$ cat src/rtl/ct_l2cif_dbg_pkg.sv
// Shared encodings for the L2 debug direct-read path: FSM states, select types,
// index field positions and latency counter width.
package ct_l2cif_dbg_pkg;

  localparam int CNT_W     = 4;
  localparam int CHUNK_LSB = 4;
  localparam int SET_LSB   = 6;

  localparam logic [1:0] ST_IDLE = 2'd0;
  localparam logic [1:0] ST_ARB  = 2'd1;
  localparam logic [1:0] ST_WAIT = 2'd2;
  localparam logic [1:0] ST_RESP = 2'd3;

  typedef enum logic [1:0] {
    SEL_TAG      = 2'd0,
    SEL_TAG_ECC  = 2'd1,
    SEL_DATA     = 2'd2,
    SEL_DATA_ECC = 2'd3
  } sel_type_e;

  function automatic logic sel_is_tag(sel_type_e t);
    return (t == SEL_TAG) || (t == SEL_TAG_ECC);
  endfunction

endpackage

$ cat src/rtl/ct_l2cif_dbg_read_if.sv
// PIU request/response, arbiter handshake and tag/data array port bundle for the
// L2 debug read block. slave = the read block, master = its environment.
interface ct_l2cif_dbg_read_if #(
  parameter int SET_W = 13,
  parameter int TAG_W = 28
);
  logic                 piu_l2cif_read_req;
  logic                 piu_l2cif_read_tag;
  logic                 piu_l2cif_read_tag_ecc;
  logic                 piu_l2cif_read_data;
  logic                 piu_l2cif_read_data_ecc;
  logic [20:0]          piu_l2cif_read_index;
  logic [3:0]           piu_l2cif_read_way;
  logic                 l2cif_dbg_arb_req;
  logic                 arb_l2cif_dbg_gnt;
  logic                 l2cif_dbg_tag_cen;
  logic                 l2cif_dbg_data_cen;
  logic [SET_W-1:0]     l2cif_dbg_set;
  logic [3:0]           l2cif_dbg_way;
  logic [1:0]           l2cif_dbg_chunk;
  logic [TAG_W+1:0]     tag_dbg_dout;
  logic [7:0]           tag_dbg_ecc_dout;
  logic [127:0]         data_dbg_dout;
  logic [31:0]          data_dbg_ecc_dout;
  logic                 l2cif_piu_read_data_vld;
  logic [127:0]         l2cif_piux_read_data;

  modport slave (
    input  piu_l2cif_read_req, piu_l2cif_read_tag, piu_l2cif_read_tag_ecc,
           piu_l2cif_read_data, piu_l2cif_read_data_ecc, piu_l2cif_read_index,
           piu_l2cif_read_way, arb_l2cif_dbg_gnt, tag_dbg_dout, tag_dbg_ecc_dout,
           data_dbg_dout, data_dbg_ecc_dout,
    output l2cif_dbg_arb_req, l2cif_dbg_tag_cen, l2cif_dbg_data_cen, l2cif_dbg_set,
           l2cif_dbg_way, l2cif_dbg_chunk, l2cif_piu_read_data_vld, l2cif_piux_read_data
  );

  modport master (
    output piu_l2cif_read_req, piu_l2cif_read_tag, piu_l2cif_read_tag_ecc,
           piu_l2cif_read_data, piu_l2cif_read_data_ecc, piu_l2cif_read_index,
           piu_l2cif_read_way, arb_l2cif_dbg_gnt, tag_dbg_dout, tag_dbg_ecc_dout,
           data_dbg_dout, data_dbg_ecc_dout,
    input  l2cif_dbg_arb_req, l2cif_dbg_tag_cen, l2cif_dbg_data_cen, l2cif_dbg_set,
           l2cif_dbg_way, l2cif_dbg_chunk, l2cif_piu_read_data_vld, l2cif_piux_read_data
  );
endinterface

$ cat src/rtl/ct_l2cif_dbg_read_lat_cnt.sv
// Loadable down-counter timing the array read latency; o_last marks the dout sample cycle.
module ct_l2cif_dbg_read_lat_cnt
  import ct_l2cif_dbg_pkg::*;
(
  input  logic             i_clk,
  input  logic             i_rst_n,
  input  logic             i_load,
  input  logic [CNT_W-1:0] i_load_val,
  input  logic             i_dec,
  output logic             o_last
);
  logic [CNT_W-1:0] r_cnt;

  always_ff @(posedge i_clk or negedge i_rst_n) begin
    if (!i_rst_n)                  r_cnt <= '0;
    else if (i_load)               r_cnt <= i_load_val;
    else if (i_dec && r_cnt != '0) r_cnt <= r_cnt - 1'b1;
  end

  assign o_last = (r_cnt == CNT_W'(1));
endmodule

$ cat src/rtl/ct_l2cif_dbg_read.sv
// L2 debug direct-read engine: arbitrate for the tag/data array, wait the array latency,
// format and return a 128-bit result. ECC-array reads need CT_L2CIF_DBG_ECC_EN.
module ct_l2cif_dbg_read
  import ct_l2cif_dbg_pkg::*;
#(
  parameter int SET_W    = 13,
  parameter int TAG_W    = 28,
  parameter int TAG_LAT  = 2,
  parameter int DATA_LAT = 4
) (
  input  logic                forever_cpuclk,
  input  logic                cpurst_b,
  ct_l2cif_dbg_read_if.slave  bus
);
  logic [1:0]       r_state;
  sel_type_e        r_type;
  logic [SET_W-1:0] r_set;
  logic [3:0]       r_way;
  logic [1:0]       r_chunk;
  logic [127:0]     r_data;

  logic [3:0]       w_sel;
  logic             w_supported;
  logic             w_gnt;
  logic             w_last;
  logic [CNT_W-1:0] w_lat;
  sel_type_e        w_type;
  logic [127:0]     w_fmt;

  assign w_sel = {bus.piu_l2cif_read_tag, bus.piu_l2cif_read_tag_ecc,
                  bus.piu_l2cif_read_data, bus.piu_l2cif_read_data_ecc};

  always_comb begin
    case (w_sel)
      4'b1000: w_type = SEL_TAG;
      4'b0100: w_type = SEL_TAG_ECC;
      4'b0010: w_type = SEL_DATA;
      default: w_type = SEL_DATA_ECC;
    endcase
  end

`ifdef CT_L2CIF_DBG_ECC_EN
  assign w_supported = $onehot(w_sel);
`else
  // ECC selects have no array path in this build and take the error return
  assign w_supported = $onehot(w_sel) & ~(w_sel[2] | w_sel[0]);
`endif

  always_comb begin
    w_fmt = '0;
    case (r_type)
      SEL_TAG:      w_fmt = 128'(bus.tag_dbg_dout);
      SEL_DATA:     w_fmt = bus.data_dbg_dout;
`ifdef CT_L2CIF_DBG_ECC_EN
      SEL_TAG_ECC:  w_fmt = 128'(bus.tag_dbg_ecc_dout);
      SEL_DATA_ECC: w_fmt = 128'(bus.data_dbg_ecc_dout);
`endif
      default:      w_fmt = '0;
    endcase
  end

  assign w_gnt = (r_state == ST_ARB) && bus.arb_l2cif_dbg_gnt;
  assign w_lat = sel_is_tag(r_type) ? CNT_W'(TAG_LAT) : CNT_W'(DATA_LAT);

  ct_l2cif_dbg_read_lat_cnt u_lat_cnt (
    .i_clk      (forever_cpuclk),
    .i_rst_n    (cpurst_b),
    .i_load     (w_gnt),
    .i_load_val (w_lat),
    .i_dec      (r_state == ST_WAIT),
    .o_last     (w_last)
  );

  always_ff @(posedge forever_cpuclk or negedge cpurst_b) begin
    if (!cpurst_b) begin
      r_state <= ST_IDLE;
      r_type  <= SEL_TAG;
      r_set   <= '0;
      r_way   <= '0;
      r_chunk <= '0;
      r_data  <= '0;
    end else begin
      case (r_state)
        ST_IDLE: if (bus.piu_l2cif_read_req) begin
          r_set   <= bus.piu_l2cif_read_index[SET_LSB +: SET_W];
          r_way   <= bus.piu_l2cif_read_way;
          r_chunk <= bus.piu_l2cif_read_index[CHUNK_LSB +: 2];
          r_type  <= w_type;
          if (w_supported) r_state <= ST_ARB;
          else begin
            r_data  <= '0;
            r_state <= ST_RESP;
          end
        end
        ST_ARB:  if (w_gnt) r_state <= ST_WAIT;
        ST_WAIT: if (w_last) begin
          r_data  <= w_fmt;
          r_state <= ST_RESP;
        end
        default: r_state <= ST_IDLE;
      endcase
    end
  end

  assign bus.l2cif_dbg_arb_req       = (r_state == ST_ARB);
  assign bus.l2cif_dbg_tag_cen       = w_gnt &  sel_is_tag(r_type);
  assign bus.l2cif_dbg_data_cen      = w_gnt & ~sel_is_tag(r_type);
  assign bus.l2cif_dbg_set           = r_set;
  assign bus.l2cif_dbg_way           = r_way;
  assign bus.l2cif_dbg_chunk         = r_chunk;
  assign bus.l2cif_piu_read_data_vld = (r_state == ST_RESP);
  assign bus.l2cif_piux_read_data    = r_data;
endmodule

$ cat src/flat_wrapper.sv
// flat-port wrapper written by rule: the top's interface ports become plain ports
module ct_l2cif_dbg_read_flat import ct_l2cif_dbg_pkg::*;
#(
  parameter int SET_W    = 13,
  parameter int TAG_W    = 28,
  parameter int TAG_LAT  = 2,
  parameter int DATA_LAT = 4
)
  (forever_cpuclk, cpurst_b, bus_piu_l2cif_read_req, bus_piu_l2cif_read_tag, bus_piu_l2cif_read_tag_ecc, bus_piu_l2cif_read_data, bus_piu_l2cif_read_data_ecc, bus_piu_l2cif_read_index, bus_piu_l2cif_read_way, bus_arb_l2cif_dbg_gnt, bus_tag_dbg_dout, bus_tag_dbg_ecc_dout, bus_data_dbg_dout, bus_data_dbg_ecc_dout, bus_l2cif_dbg_arb_req, bus_l2cif_dbg_tag_cen, bus_l2cif_dbg_data_cen, bus_l2cif_dbg_set, bus_l2cif_dbg_way, bus_l2cif_dbg_chunk, bus_l2cif_piu_read_data_vld, bus_l2cif_piux_read_data);
  ct_l2cif_dbg_read_if #(.SET_W(SET_W), .TAG_W(TAG_W)) bus_i ();
  input  logic forever_cpuclk;
  input  logic cpurst_b;
  input wire logic [$bits(bus_i.piu_l2cif_read_req)-1:0] bus_piu_l2cif_read_req;
  input wire logic [$bits(bus_i.piu_l2cif_read_tag)-1:0] bus_piu_l2cif_read_tag;
  input wire logic [$bits(bus_i.piu_l2cif_read_tag_ecc)-1:0] bus_piu_l2cif_read_tag_ecc;
  input wire logic [$bits(bus_i.piu_l2cif_read_data)-1:0] bus_piu_l2cif_read_data;
  input wire logic [$bits(bus_i.piu_l2cif_read_data_ecc)-1:0] bus_piu_l2cif_read_data_ecc;
  input wire logic [$bits(bus_i.piu_l2cif_read_index)-1:0] bus_piu_l2cif_read_index;
  input wire logic [$bits(bus_i.piu_l2cif_read_way)-1:0] bus_piu_l2cif_read_way;
  input wire logic [$bits(bus_i.arb_l2cif_dbg_gnt)-1:0] bus_arb_l2cif_dbg_gnt;
  input wire logic [$bits(bus_i.tag_dbg_dout)-1:0] bus_tag_dbg_dout;
  input wire logic [$bits(bus_i.tag_dbg_ecc_dout)-1:0] bus_tag_dbg_ecc_dout;
  input wire logic [$bits(bus_i.data_dbg_dout)-1:0] bus_data_dbg_dout;
  input wire logic [$bits(bus_i.data_dbg_ecc_dout)-1:0] bus_data_dbg_ecc_dout;
  output wire logic [$bits(bus_i.l2cif_dbg_arb_req)-1:0] bus_l2cif_dbg_arb_req;
  output wire logic [$bits(bus_i.l2cif_dbg_tag_cen)-1:0] bus_l2cif_dbg_tag_cen;
  output wire logic [$bits(bus_i.l2cif_dbg_data_cen)-1:0] bus_l2cif_dbg_data_cen;
  output wire logic [$bits(bus_i.l2cif_dbg_set)-1:0] bus_l2cif_dbg_set;
  output wire logic [$bits(bus_i.l2cif_dbg_way)-1:0] bus_l2cif_dbg_way;
  output wire logic [$bits(bus_i.l2cif_dbg_chunk)-1:0] bus_l2cif_dbg_chunk;
  output wire logic [$bits(bus_i.l2cif_piu_read_data_vld)-1:0] bus_l2cif_piu_read_data_vld;
  output wire logic [$bits(bus_i.l2cif_piux_read_data)-1:0] bus_l2cif_piux_read_data;
  assign bus_i.piu_l2cif_read_req = bus_piu_l2cif_read_req;
  assign bus_i.piu_l2cif_read_tag = bus_piu_l2cif_read_tag;
  assign bus_i.piu_l2cif_read_tag_ecc = bus_piu_l2cif_read_tag_ecc;
  assign bus_i.piu_l2cif_read_data = bus_piu_l2cif_read_data;
  assign bus_i.piu_l2cif_read_data_ecc = bus_piu_l2cif_read_data_ecc;
  assign bus_i.piu_l2cif_read_index = bus_piu_l2cif_read_index;
  assign bus_i.piu_l2cif_read_way = bus_piu_l2cif_read_way;
  assign bus_i.arb_l2cif_dbg_gnt = bus_arb_l2cif_dbg_gnt;
  assign bus_i.tag_dbg_dout = bus_tag_dbg_dout;
  assign bus_i.tag_dbg_ecc_dout = bus_tag_dbg_ecc_dout;
  assign bus_i.data_dbg_dout = bus_data_dbg_dout;
  assign bus_i.data_dbg_ecc_dout = bus_data_dbg_ecc_dout;
  assign bus_l2cif_dbg_arb_req = bus_i.l2cif_dbg_arb_req;
  assign bus_l2cif_dbg_tag_cen = bus_i.l2cif_dbg_tag_cen;
  assign bus_l2cif_dbg_data_cen = bus_i.l2cif_dbg_data_cen;
  assign bus_l2cif_dbg_set = bus_i.l2cif_dbg_set;
  assign bus_l2cif_dbg_way = bus_i.l2cif_dbg_way;
  assign bus_l2cif_dbg_chunk = bus_i.l2cif_dbg_chunk;
  assign bus_l2cif_piu_read_data_vld = bus_i.l2cif_piu_read_data_vld;
  assign bus_l2cif_piux_read_data = bus_i.l2cif_piux_read_data;
  ct_l2cif_dbg_read #(.SET_W(SET_W), .TAG_W(TAG_W), .TAG_LAT(TAG_LAT), .DATA_LAT(DATA_LAT)) u_core (.forever_cpuclk(forever_cpuclk), .cpurst_b(cpurst_b), .bus(bus_i));
endmodule
$ cat config.mk
export PLATFORM = sky130hd
export DESIGN_NAME = ct_l2cif_dbg_read_flat
export DESIGN_NICKNAME = d
export VERILOG_FILES = /design/src/rtl/ct_l2cif_dbg_pkg.sv /design/src/rtl/ct_l2cif_dbg_read_if.sv /design/src/rtl/ct_l2cif_dbg_read_lat_cnt.sv /design/src/rtl/ct_l2cif_dbg_read.sv /design/src/flat_wrapper.sv
export SDC_FILE = /design/constraint.sdc
export NUM_CORES = 1
export LEC_CHECK = 0
export CORE_AREA = 2 2 146 148
export CTS_CLUSTER_SIZE = 25
export DETAILED_ROUTE_END_ITERATION = 8
export DIE_AREA = 0 0 148 150
export PLACE_DENSITY = 0.73
export RECOVER_POWER = 25
export SYNTH_ARGS = -nofsm -noshare
export SYNTH_HDL_FRONTEND = slang
export SYNTH_HIERARCHICAL = 1
export SYNTH_SLANG_ARGS = --single-unit
export TNS_END_PERCENT = 5
$ cat constraint.sdc
create_clock -name forever_cpuclk -period 2.6 [get_ports forever_cpuclk]
set_input_delay 0.52 -clock forever_cpuclk [delete_from_list [all_inputs] [get_ports forever_cpuclk]]
set_output_delay 0.52 -clock forever_cpuclk [all_outputs]
set_load 0.1 [all_outputs]
Word-level counts from Yosys, hierarchy flattened

Cells that the tools add are included.

Flip-flop bits (word level): 155
Latch bits: 0
RAM bits: 0
Memory bits (read-only): 0
Input bits: 231
Output and inout bits: 151
Logic and storage cells: 56
Memories: 0

$add $sub $neg: 4
Multipliers: 0
Divide/modulo/power cells: 0
Magnitude comparators: 0
Equal/unequal tests: 14
Shifts and indexed selects: 0
Muxes and demuxes: 14
Bitwise logic cells: 6
Reduce and logical (&&, ||, !) cells: 11

Operators by type and width:

| kind                                                                | count |
|---|---|
| 128-bit case mux with 2 select lines                                | 2 |
| 128-bit two-way mux                                                 | 3 |
| 2-bit case mux with 3 select lines                                  | 2 |
| 2-bit two-way mux                                                   | 4 |
| 4-bit two-way mux                                                   | 2 |
| 2-bit == test (second input constant)                               | 3 |
| 1-bit by 1-bit adder with 2-bit output                              | 2 |
| 2-bit by 1-bit == test with 1-bit output (second input constant)    | 2 |
| 4-bit by 1-bit == test with 1-bit output (second input constant)    | 1 |
| 4-bit by 2-bit == test with 1-bit output (second input constant)    | 1 |
| 4-bit by 3-bit == test with 1-bit output (second input constant)    | 1 |
| 4-bit == test (second input constant)                               | 1 |
| 2-bit zero test                                                     | 2 |
| 2-bit by 1-bit != test with 1-bit output (second input constant)    | 2 |
| 2-bit != test (second input constant)                               | 2 |
| 4-bit AND reduction                                                 | 1 |
| 2-bit nonzero test                                                  | 2 |
| 4-bit nonzero test                                                  | 1 |
| 4-bit by 1-bit subtractor with 4-bit output (second input constant) | 1 |
| 3-bit adder                                                         | 1 |
| 1-bit bitwise AND                                                   | 3 |
| 3-bit by 1-bit == test with 1-bit output (second input constant)    | 1 |
| 3-bit two-way mux                                                   | 1 |
| 3-bit AND reduction                                                 | 1 |
| other kinds (5)                                                     | 7 |

Logic depth before layout (Yosys ltp)

Word-level depth: 7
Depth in mapped cells: 10
Mapped depth without buffers: 9

Cells and area by module

The synthesis kept the hierarchy.

Modules (own cells, without submodules):

| module                    | times used | cells each | area an instance (um2) | seq. area each (um2) |
|---|---|---|---|---|
| ct_l2cif_dbg_read         | 1          | 635        | 6,984.2                | 3,778.6 |
| ct_l2cif_dbg_read_lat_cnt | 1          | 29         | 282.8                  | 100.1 |

Least setup slack after synthesis

No wires, ideal clock.

Path kind: reg-to-output
From: register u_core.r_state[1]
To: output port bus_l2cif_dbg_tag_cen
Arrival time: 2,302 ps
Data required time: 2,080 ps
Setup slack: -222 ps
Stages on the path, launching flop included: 5
Path buffers: 0
Path through: dfrtp_1 > inv_1 > ha_1 > and2_1 > and2_1

Longest elaborated chain between the ends: 3

Ends and longest elaborated chain:

| element                                  | line                     | source |
|---|---|---|
| start: declaration                       | ct_l2cif_dbg_read.sv:15  | `logic [1:0] r_state;` |
| start signal: assignment                 | ct_l2cif_dbg_read.sv:76  | `r_state <= ST_IDLE;` |
| start signal: assignment                 | ct_l2cif_dbg_read.sv:89  | `if (w_supported) r_state <= ST_ARB;` |
| start signal: assignment                 | ct_l2cif_dbg_read.sv:92  | `r_state <= ST_RESP;` |
| 2-bit by 1-bit == test with 1-bit output | n/a                      |  |
| via bus_l2cif_dbg_arb_req                | flat_wrapper.sv:25       | `output wire logic [$bits(bus_i.l2cif_dbg_arb_req)-1:0] bus_l2cif_dbg_arb_req;` |
| 1-bit logical AND                        | ct_l2cif_dbg_read.sv:62  | `assign w_gnt = (r_state == ST_ARB) && bus.arb_l2cif_dbg_gnt;` |
| via u_core.w_gnt                         | ct_l2cif_dbg_read.sv:24  | `logic w_gnt;` |
| 1-bit bitwise AND                        | ct_l2cif_dbg_read.sv:106 | `assign bus.l2cif_dbg_tag_cen = w_gnt & sel_is_tag(r_type);` |
| end: declaration                         | flat_wrapper.sv:26       | `output wire logic [$bits(bus_i.l2cif_dbg_tag_cen)-1:0] bus_l2cif_dbg_tag_cen;` |

The timed path passes the listed nets, and every way through them passes these cells.

Worst setup path in the final report

From: input port bus_piu_l2cif_read_data_ecc
To: register u_core.r_data[23], in the netlist u_core/bus.l2cif_piux_read_data[23]

Longest elaborated chain between the ends: 6
Elaborated cells on any way between the ends: 8
Classes of those cells: add/sub: 2; eq/ne: 2; bitwise: 3; reduce/logical: 1

Ends and longest elaborated chain:

| element                                                      | line                    | source |
|---|---|---|
| start: declaration                                           | flat_wrapper.sv:17      | `input wire logic [$bits(bus_i.piu_l2cif_read_data_ecc)-1:0] bus_piu_l2cif_read_data_ecc;` |
| 1-bit by 1-bit adder with 2-bit output (not written as such) | ct_l2cif_dbg_read.sv:46 | `assign w_supported = $onehot(w_sel) & ~(w_sel[2] \| w_sel[0]);` |
| 3-bit adder (not written as such)                            | ct_l2cif_dbg_read.sv:46 |  |
| 3-bit by 1-bit == test with 1-bit output                     | ct_l2cif_dbg_read.sv:46 |  |
| 1-bit bitwise AND (*)                                        | ct_l2cif_dbg_read.sv:46 |  |
| 2-bit != test (no line) (*)                                  | n/a                     |  |
| 4-bit AND reduction (no line) (*)                            | n/a                     |  |
| end signal: assignment                                       | ct_l2cif_dbg_read.sv:97 | `r_data <= w_fmt;` |
| end: declaration                                             | ct_l2cif_dbg_read.sv:20 | `logic [127:0] r_data;` |

Every way passes the cells marked *; elsewhere a longest branch is shown, timed or not.
A chain may end at the register's enable or synchronous reset.

==> run metrics <==
outcome=complete, but fails checks; failing checks=capacitance limit, slew limit; initial DRC count=151; ANT nets after route=0; Synth area leaders=dfrtp_1 53%, mux2i_1 18%, inv_1 5.7%, nand2_1 5.4%, mux2_2 4.5%; final worst-path cycle share=98.6%; Worst setup SP type=input pin; library cells used by synthesis=36; WP data arrival=2860 ps; fin cells=1301; Final Max Tran Viols=42; Die Height=150 um; DP Cell Count=1263; largest net degree at the start of global routing=62; MaxCap Viol Count=1; Clock Skews=11.0 ps; register area share after synthesis=53.4%; CTS tree=yes; WS Path Type=input pin to flop; Hold Path Class=flop to flop; Area Overhead vs Synth=56.4%; Worst Path Max Fanout=8; DR vias/cell=4.48; R2R setup slack=390 ps; Die X=148 um; Rows=53; cells after synthesis=664; Post-synth EDFFs=0; minimum clock period=2560 ps; Nets=1256; Seq cells post-synth=155; Fmax=390 MHz; RSZ-0062 raised after global routing=false; synthesized area=7270 um2; Critical Path Sink Type=flop; WHS Path Cells=1; total wire length=19900 um; Buffers on Ports=335; Worst-Skew Late Latency=420 ps; Clock transition at path regs=60 ps; Final HPWL DP=14500 um; total CTS buffers=17; wire length per cell=15.3 um; hold buffers post-CTS=0; Vias=5826; Starting Density=35.1%; Final setup viols=0; Root Buffer=clkbuf_16; GPL Wtd Cong=0.765; antenna violations before repair=0; Finished Cell Area=11400 um2; DP Area=10700 um2; GRT overflow=0; # DRC=0; Max H-tree Level=4; n_diodes=0; Mean Syn Cell Area=10.9 um2; CORE AREA=20700 um2; area leader, netlist=dfrtp_1; worst-margin pin slew=1900 ps; share of post-route cells with drive strength above 1=25.3%; synth cell count leaders=155 x dfrtp_1, 129 x mux2i_1, 111 x inv_1, 104 x nand2_1, 36 x nor2_1; Hold Vio Cnt, Final=0; most frequent cell after synthesis=dfrtp_1; vias in the first global route=5879; Min Hold Slack=490 ps; Yosys warning count=6; R2R depth=7; Yosys top cell area share=53.4%; relative slew slack=-26.4%; All-Layer GR Usage=17.5%; die area=22200 um2; I/O pin total=382; Pre-antenna DRT Iters=4; WP data required=2900 ps; dominant synthesized flop cell=dfrtp_1; clock sinks=155; ys async rst share=100%; Longest Clk Path Bufs=2; first-pass GRT wire length=30600 um
[critical path: stages]
cell and delay (ps):
clkbuf_2 100, inv_2 40, fa_1 530, inv_1 40
ha_2 160, ha_1 300, nor2_2 50, a311o_2 400
buf_12 150, bufbuf_16 270, mux2_1 300
[cell families (layout without fill, tap and decap cells)]
group           Yosys count  after routing  synth area share [%]
simple gates            155            155                  8.82
fa+ha+maj                12             12                  2.17
mux                     180            180                  25.7
compound gates           15             15                  1.39
other cells               1              2                0.0516
flops                   155            155                  53.4
buf+inv                 146            507                  8.52
[through the flow]
stage | util [%] | setup TNS, ps | worst slack (ps)
6_report | 54.9 | 0 | 37.7
3_3_place_gp | 51.6 | -72630 | -612
3_5_place_dp | 51.6 | -74180 | -653
2_1_floorplan | - | -1330 | -78.0
4_1_cts | 54.9 | 0 | 2.52
5_1_grt | 54.9 | 0 | 15.6
[layout make-up]
| cell class | instances | area (um2) |
|---|---|---|
| fill | 1824 | 9320 |
| sequential | 155 | 3880 |
| timing repair buffer | 364 | 3340 |
| multi-input combinational | 364 | 2800 |
| clock buffer | 19 | 453 |
| inverter | 111 | 417 |
| tap | 275 | 344 |
| clock inverter | 13 | 130 |
[timing repair]
item,CTS,global route
buffers inserted,3,1
pin swaps,1,3
gates resized for setup,10,12
gates cloned,2,0
endpoints found under the setup margin,126,47
[layer usage]
layer	global-route usage, %	part of all wire [%]	vias up
met5	0	0	-
li1	-	-	2809
met2	30.2	50	204
met3	5.61	8.0	22
met4	5.90	1.6	0
met1	20.7	40	2791
[state kept, by name, indices dropped and copies added, names as in the netlist]
| signal | flops |
|---|---|
| u_core/bus.l2cif_piux_read_data | 128 |
| u_core/bus.l2cif_dbg_set | 13 |
| u_core/bus.l2cif_dbg_way | 4 |
| u_core/u_lat_cnt/r_cnt | 4 |
| u_core/bus.l2cif_dbg_chunk | 2 |
| u_core/r_state | 2 |
| u_core/r_type | 2 |
[path summary, 6_finish.rpt]
kind,startpoint,to
setup / recovery,bus_piu_l2cif_read_data_ecc,u_core/bus.l2cif_piux_read_data[23]
hold / removal,u_core/bus.l2cif_piux_read_data[23],u_core/bus.l2cif_piux_read_data[23]
setup reg to reg,u_core/r_state[0],u_core/bus.l2cif_piux_read_data[23]
hold reg to reg,u_core/bus.l2cif_piux_read_data[23],u_core/bus.l2cif_piux_read_data[23]
max in group asynchronous,cpurst_b,u_core/bus.l2cif_piux_read_data[105]
min in group asynchronous,cpurst_b,u_core/bus.l2cif_dbg_set[0]
[placed cells by master, fill, tap and decap left out, types with 2 or more instances in the layout]
cell	Yosys	final
clkdlybuf4s50_1	0	180
buf_4	11	165
dfrtp_1	155	154
mux2i_1	129	129
inv_1	111	108
nand2_1	104	104
nor2_1	36	35
mux2_2	29	29
mux2_1	22	18
clkbuf_16	0	17
ha_1	11	9
buf_12	0	8
inv_6	0	5
a21oi_1	5	5
buf_6	3	5
nor3b_1	4	4
mux2_4	0	4
clkinvlp_4	0	3
clkbuf_2	0	3
inv_2	0	3
clkbuf_8	0	2
clkinv_4	0	2
and2_1	2	2
ha_2	0	2
conb_1	1	2
o21ai_1	2	2
Power is left out: the tool's default activity adds up to more than one toggle a clock period on the data nets, which glitch-free logic cannot reach.
